File: src/rtl/seven_seg_pkg.sv
// Shared seven-segment definitions: active-low segment codes {a..g} and the capture FSM states.
// Also used by the binary-to-seven encoder, so the codes must stay in step with it.
package seven_seg_pkg;

    localparam logic [6:0] SEG_0     = 7'b0000001;
    localparam logic [6:0] SEG_1     = 7'b1001111;
    localparam logic [6:0] SEG_2     = 7'b0010010;
    localparam logic [6:0] SEG_3     = 7'b0000110;
    localparam logic [6:0] SEG_4     = 7'b1001100;
    localparam logic [6:0] SEG_5     = 7'b0100100;
    localparam logic [6:0] SEG_6     = 7'b0100000;
    localparam logic [6:0] SEG_7     = 7'b0001111;
    localparam logic [6:0] SEG_8     = 7'b0000000;
    localparam logic [6:0] SEG_9     = 7'b0001100;
    localparam logic [6:0] SEG_A     = 7'b0001000;
    localparam logic [6:0] SEG_B     = 7'b1100000;
    localparam logic [6:0] SEG_C     = 7'b0110001;
    localparam logic [6:0] SEG_D     = 7'b1000010;
    localparam logic [6:0] SEG_E     = 7'b0110000;
    localparam logic [6:0] SEG_F     = 7'b0111000;
    localparam logic [6:0] SEG_BLANK = 7'b1111111;

    typedef enum logic [1:0] {
        S_IDLE   = 2'd0,
        S_SETTLE = 2'd1,
        S_HELD   = 2'd2
    } cap_state_e;

endpackage

File: src/rtl/seven_seg_decode.sv
// Combinational inverse of the seven-segment encoder: pattern -> nibble, err for anything
// that is not one of the sixteen legal codes (blank included).
module seven_seg_decode
    import seven_seg_pkg::*;
(
    input  logic [6:0] seg_n_i,
    output logic [3:0] nibble_o,
    output logic       err_o
);

    // Pattern lookup against the shared code table
    always_comb begin
        nibble_o = 4'h0;
        err_o    = 1'b0;
        case (seg_n_i)
            SEG_0:   nibble_o = 4'h0;
            SEG_1:   nibble_o = 4'h1;
            SEG_2:   nibble_o = 4'h2;
            SEG_3:   nibble_o = 4'h3;
            SEG_4:   nibble_o = 4'h4;
            SEG_5:   nibble_o = 4'h5;
            SEG_6:   nibble_o = 4'h6;
            SEG_7:   nibble_o = 4'h7;
            SEG_8:   nibble_o = 4'h8;
            SEG_9:   nibble_o = 4'h9;
            SEG_A:   nibble_o = 4'hA;
            SEG_B:   nibble_o = 4'hB;
            SEG_C:   nibble_o = 4'hC;
            SEG_D:   nibble_o = 4'hD;
            SEG_E:   nibble_o = 4'hE;
            SEG_F:   nibble_o = 4'hF;
            default: begin
                nibble_o = 4'h0;
                err_o    = 1'b1;
            end
        endcase
    end

endmodule

File: src/rtl/seven_seg_capture.sv
// Samples a multiplexed active-low seven-segment bus, captures each digit once it has been
// steady long enough, and presents complete frames through a valid/ready register.
module seven_seg_capture
    import seven_seg_pkg::*;
#(
    parameter int DIGITS        = 4,
    parameter int STABLE_CYCLES = 8,
    parameter int SYNC_STAGES   = 2
) (
    input  logic                  clk_i,
    input  logic                  rst_ni,
    input  logic [6:0]            seg_n_i,
    input  logic [DIGITS-1:0]     an_n_i,
    output logic [4*DIGITS-1:0]   value_o,
    output logic [DIGITS-1:0]     digit_err_o,
    output logic                  frame_valid_o,
    input  logic                  frame_ready_i,
    output logic                  overrun_o
);

    localparam int                SW       = DIGITS + 7;
    localparam int                CNT_W    = $clog2(STABLE_CYCLES) + 1;
    localparam logic [CNT_W-1:0]  CNT_ONE  = {{(CNT_W-1){1'b0}}, 1'b1};
    localparam logic [CNT_W-1:0]  CNT_LAST = CNT_W'(STABLE_CYCLES - 1);
    localparam logic [DIGITS-1:0] ONE_D    = {{(DIGITS-1){1'b0}}, 1'b1};

    function automatic logic is_one_hot(input logic [DIGITS-1:0] v);
        return (v != '0) && ((v & (v - ONE_D)) == '0);
    endfunction

    logic [SW-1:0]         sync_q [SYNC_STAGES];
    logic [SW-1:0]         prev_q;
    cap_state_e            state_q, state_d;
    logic [CNT_W-1:0]      cnt_q, cnt_d;
    logic [4*DIGITS-1:0]   slots_q, slots_d;
    logic [DIGITS-1:0]     slot_err_q, slot_err_d;
    logic [DIGITS-1:0]     mask_q, mask_d;
    logic [4*DIGITS-1:0]   value_q, value_d;
    logic [DIGITS-1:0]     err_q, err_d;
    logic                  valid_q, valid_d;
    logic                  overrun_q, overrun_d;

    logic [SW-1:0]         samp_s;
    logic [DIGITS-1:0]     an_low_s;
    logic                  one_hot_s;
    logic                  changed_s;
    logic                  capture_s;
    logic                  accept_s;
    logic                  complete_s;
    logic [3:0]            nib_s;
    logic                  nib_err_s;

    assign samp_s    = sync_q[SYNC_STAGES-1];
    assign an_low_s  = ~samp_s[SW-1:7];
    assign one_hot_s = is_one_hot(an_low_s);
    assign changed_s = (samp_s != prev_q);
    assign accept_s  = valid_q && frame_ready_i;

    seven_seg_decode u_decode (
        .seg_n_i  (samp_s[6:0]),
        .nibble_o (nib_s),
        .err_o    (nib_err_s)
    );

    // Synchroniser chain plus one-cycle-old sample; idle bus (all ones) after reset
    always_ff @(posedge clk_i or negedge rst_ni) begin
        if (!rst_ni) begin
            for (int i = 0; i < SYNC_STAGES; i++) begin
                sync_q[i] <= '1;
            end
            prev_q <= '1;
        end else begin
            sync_q[0] <= {an_n_i, seg_n_i};
            for (int i = 1; i < SYNC_STAGES; i++) begin
                sync_q[i] <= sync_q[i-1];
            end
            prev_q <= samp_s;
        end
    end

    // Settle FSM: a capture fires once per steady run of a single-select sample
    always_comb begin
        state_d   = state_q;
        cnt_d     = cnt_q;
        capture_s = 1'b0;
        case (state_q)
            S_IDLE: begin
                if (one_hot_s) begin
                    state_d = S_SETTLE;
                    cnt_d   = CNT_ONE;
                end else begin
                    state_d = S_IDLE;
                end
            end
            S_SETTLE: begin
                if (changed_s) begin
                    cnt_d   = CNT_ONE;
                    state_d = one_hot_s ? S_SETTLE : S_IDLE;
                end else if (cnt_q == CNT_LAST) begin
                    capture_s = 1'b1;
                    state_d   = S_HELD;
                end else begin
                    cnt_d = cnt_q + CNT_ONE;
                end
            end
            S_HELD: begin
                if (changed_s) begin
                    cnt_d   = CNT_ONE;
                    state_d = one_hot_s ? S_SETTLE : S_IDLE;
                end else begin
                    state_d = S_HELD;
                end
            end
            default: begin
                state_d = S_IDLE;
                cnt_d   = '0;
            end
        endcase
    end

    // Working slots, completion, and the output frame handshake
    always_comb begin
        for (int i = 0; i < DIGITS; i++) begin
            slots_d[4*i +: 4] = (capture_s && an_low_s[i]) ? nib_s : slots_q[4*i +: 4];
            slot_err_d[i]     = (capture_s && an_low_s[i]) ? nib_err_s : slot_err_q[i];
        end
        mask_d     = mask_q | (capture_s ? an_low_s : '0);
        complete_s = capture_s && (mask_d == '1);
        value_d    = value_q;
        err_d      = err_q;
        valid_d    = valid_q;
        overrun_d  = overrun_q;
        if (complete_s) begin
            mask_d = '0;
            if (!valid_q || accept_s) begin
                value_d   = slots_d;
                err_d     = slot_err_d;
                valid_d   = 1'b1;
                overrun_d = accept_s ? 1'b0 : overrun_q;
            end else begin
                overrun_d = 1'b1;
            end
        end else if (accept_s) begin
            valid_d   = 1'b0;
            overrun_d = 1'b0;
        end else begin
            valid_d = valid_q;
        end
    end

    // State registers
    always_ff @(posedge clk_i or negedge rst_ni) begin
        if (!rst_ni) begin
            state_q    <= S_IDLE;
            cnt_q      <= '0;
            slots_q    <= '0;
            slot_err_q <= '0;
            mask_q     <= '0;
            value_q    <= '0;
            err_q      <= '0;
            valid_q    <= 1'b0;
            overrun_q  <= 1'b0;
        end else begin
            state_q    <= state_d;
            cnt_q      <= cnt_d;
            slots_q    <= slots_d;
            slot_err_q <= slot_err_d;
            mask_q     <= mask_d;
            value_q    <= value_d;
            err_q      <= err_d;
            valid_q    <= valid_d;
            overrun_q  <= overrun_d;
        end
    end

    assign value_o       = value_q;
    assign digit_err_o   = err_q;
    assign frame_valid_o = valid_q;
    assign overrun_o     = overrun_q;

endmodule

File: config.mk
export PLATFORM = sky130hd
export DESIGN_NAME = seven_seg_capture
export DESIGN_NICKNAME = d
export VERILOG_FILES = /design/src/rtl/seven_seg_pkg.sv /design/src/rtl/seven_seg_decode.sv /design/src/rtl/seven_seg_capture.sv
export SDC_FILE = /design/constraint.sdc
export NUM_CORES = 1
export LEC_CHECK = 0
export CORE_MARGIN = 2
export CORE_UTILIZATION = 57
export CTS_CLUSTER_DIAMETER = 60
export DETAILED_ROUTE_END_ITERATION = 12
export PLACE_DENSITY = 0.85
export SLEW_MARGIN = 5
export SYNTH_ARGS = -nofsm -noshare
export SYNTH_HDL_FRONTEND = slang
export SYNTH_SLANG_ARGS = --single-unit
File: constraint.sdc
create_clock -name clk_i -period 3.4 [get_ports clk_i]
set_input_delay 0.51 -clock clk_i [delete_from_list [all_inputs] [get_ports clk_i]]
set_output_delay 0.51 -clock clk_i [all_outputs]
set_load 0.1 [all_outputs]
==> impl_metrics.py <==
metrics = {
    "layout": {
        "register_area_um2": 2170,
        "n_antenna_cell": 0,
        "fin_nets": 331,
        "mostFrequentLayoutCells": "dfrtp_1 (52), clkdlybuf4s50_1 (34), dfstp_2 (33)",
        "syn_to_final_growth_pct": 14.1,
        "multi_input_area_um2": 1450,
        "final_cells": 393,
        "drive_gt1_share_pct": 28.8,
        "final_common_cell": "dfrtp_1",
        "nFillCells": 459,
    },
    "yosys": {
        "synth_compound_area_share_pct": 8.03,
        "seq_area_frac_synth_pct": 57.3,
        "synth_edf_count": 0,
        "synthFlopType": "dfrtp_1",
        "synth-simple-area-share_pct": 10.4,
        "ys_ff_latch": 85,
        "synthMuxAreaShare_pct": 13.5,
        "ys_types": 56,
        "synth_top_family_by_area": "multiplexers",
        "syn_area_um2": 3790,
        "ys_warn_count": 0,
        "synthAdderAreaFrac_pct": 1.98,
        "syn_avg_cell_area_um2": 13.6,
        "synth_cells": 278,
        "async_reset_ff_share_pct": 100,
        "synth_nets": 298,
        "synth-xor-area-share_pct": 4.36,
    },
    "place": {
        "gp_congestion": 0.819,
        "dp_slack_ns": 0.625,
        "io_buffer_count": 35,
        "placedCellCount": 377,
        "hpwl_mm": 4.29,
    },
    "timing": {
        "setup_tns_ns": 0,
        "max_freq_ghz": 0.354,
        "setup_viol": 0,
        "max_slew_margin_pct": 33.1,
        "finalMaxSlewViolations": 0,
        "worstMarginPinSlew_ns": 1.00,
        "finalCriticalPeriod_ns": 2.82,
        "rsz0062_at_grt": "false",
        "finalClockSkew_ns": 0.00891,
        "final-hold-violation-count": 0,
        "timing.hold.ws_ns": 0.342,
        "setup_ws_ns": 0.579,
        "period_share_pct": 83.0,
    },
    "critical_path": {
        "critPathMaxFanout": 20,
        "startpoint_type": "flip-flop",
        "r2r-end": "value_o[14]",
        "cp.arrival_ns": 3.06,
        "worstReg2RegStart": "samp_s[2]",
        "worstRegToRegCells": 7,
        "crit_path_end_kind": "flip-flop",
        "critPathRequiredTime_ns": 3.64,
        "crit_path_start": "samp_s[2]",
        "reg2reg_slack_ns": 0.58,
        "crit_path_end": "value_o[14]",
        "critPathKind": "reg2reg",
    },
    "global_routing": {
        "grt_first_pass_wirelength_mm": 11.5,
        "track_usage_pct": 20.3,
        "antenna_found_initial": 0,
        "grt_overflow": 0,
        "first_global_vias": 2371,
        "grt_max_degree": 86,
    },
    "floorplanning": {
        "core_um2": 6390,
        "dieArea_um2": 7310,
        "std_cell_rows": 29,
        "start_util_pct": 59.3,
        "ioPinCount": 36,
        "dieHeight_um": 85.5,
        "die_x_um": 85.5,
    },
    "route": {
        "ant_nets": 0,
        "drtPass1Iterations": 5,
        "via_count": 2282,
        "drt-vias-per-instance": 5.81,
        "wirelength_mm": 6.74,
        "drc": 0,
        "drt_iter0_drc": 115,
        "wl_per_cell_um": 17.1,
    },
    "clock_tree": {
        "clk_pin_slew_ns": 0.08,
        "cts_htree_levels": 3,
        "cts_buffers": 9,
        "ctsResizeCount": 0,
        "ctsHoldBuffers": 0,
        "cts_num_sinks": 85,
        "clock_path_buffers": 2,
        "post-cts-setup-buffers": 0,
        "worstSkewPairLatency_ns": 0.35,
        "cts_tree": "done",
        "cts_root_buf": "clkbuf_8",
    },
    "power_and_ir_drop": {
        "p_leak_nw": 1.87,
        "p_total_mw": 1.91,
        "power_density_nw_per_um2": 441,
        "ir_drop_v": 0.000361,
    },
    "outcome": {
        "status": "finished, final reports clean",
    },
    "min_path": {
        "hold_class": "in2async",
    },
    "flow_run": {
        "cap_violations": 0,
    },
}
[worst min path at each step]
stage	to	slack, ns	depth (start not counted)
6_report	slot_err_q[0]	0.34	1
5_1_grt	samp_s[1]	0.36	0
4_1_cts	samp_s[1]	0.36	0
3_5_place_dp	samp_s[1]	0.35	0
3_3_place_gp	samp_s[5]	0.35	0
2_1_floorplan	cnt_q[0]	0.21	0
[cell type report]
cell class	count	share of cell area, %
clock buffer	11	3.27
timing repair buffer	36	8.22
inverter	13	1.13
clock inverter	5	1.39
multi-input combinational	166	33.6
sequential	85	50.2
tap	77	2.23
[sequential cells by signal, summed over array words and instances, names as in the netlist]
| name | cells |
|---|---|
| sync_q | 11 |
| slot_err_q | 4 |
| value_o | 16 |
| digit_err_o | 4 |
| slots_q | 16 |
| frame_valid_o | 1 |
| samp_s | 11 |
| overrun_o | 1 |
| cnt_q | 4 |
| state_q | 2 |
| prev_q | 11 |
| mask_q | 4 |
[stage by stage]
| stage | utilization [%] | cell area (um^2) |
|---|---|---|
| 2_1_floorplan | - | 3790 |
| 3_3_place_gp | 64.5 | 4120 |
| 3_5_place_dp | 64.5 | 4120 |
| 4_1_cts | 67.7 | 4320 |
| 5_1_grt | 67.7 | 4320 |
| 6_report | 67.7 | 4320 |
[worst max-delay path, stage by stage, from the launching register on]
cell      delay (ns)
dfstp_2         0.70
xnor2_1         0.16
nand4_1         0.21
nor4_4          0.54
o211ai_4        0.22
a21oi_4         0.15
buf_4           0.37
mux2_4          0.35
[routing by layer]
metal  wire [um]  vias to the layer above  GRT usage [%]
li1            -                     1046              -
met1        2950                     1155           26.7
met2        3360                       67           32.5
met3         288                       14           5.58
met4         141                        0           7.50
met5           0                        -              0
[where the power goes]
group          internal [mW]  total, mW  switching, mW  leakage (nW)
combinational         0.0496      0.109         0.0596         0.702
sequential              1.05       1.08         0.0328          1.07
clock                  0.361      0.715          0.354        0.0995
[cells by family (layout without fill, tap and decap cells)]
logic type,Yosys count,in the layout
xor+xnor,15,15
compound gates,44,44
buf+inv,27,65
simple gates,62,62
flops,85,85
mux,39,39
fa+ha+maj,6,6
[cells in the mapped netlist, types with 2 or more instances]
cell / number / area (um^2)
nor3b_1: 5 / 37.5
o21ai_0: 5 / 25.0
nand4_1: 4 / 25.0
xor2_1: 3 / 26.3
o21a_1: 4 / 30.0
ha_1: 6 / 75.1
nor2_1: 10 / 37.5
nor4_1: 3 / 18.8
and2_1: 6 / 37.5
a31oi_1: 2 / 12.5
mux2_4: 20 / 300
nand4b_1: 3 / 26.3
buf_12: 2 / 40.0
nand2_1: 6 / 22.5
buf_4: 5 / 37.5
inv_1: 13 / 48.8
mux2_2: 12 / 135
dfrtp_1: 52 / 1300
or2_1: 2 / 12.5
o21ai_1: 5 / 25.0
a21oi_1: 13 / 65.1
o211ai_1: 2 / 15.0
dfstp_2: 33 / 867
buf_2: 6 / 30.0
and3b_1: 2 / 17.5
nand3_1: 8 / 40.0
xnor2_1: 9 / 78.8
xnor2_2: 2 / 32.5
nor3_1: 3 / 15.0
mux2_1: 6 / 67.6
Note: power is estimated with default switching activity, not from simulation.
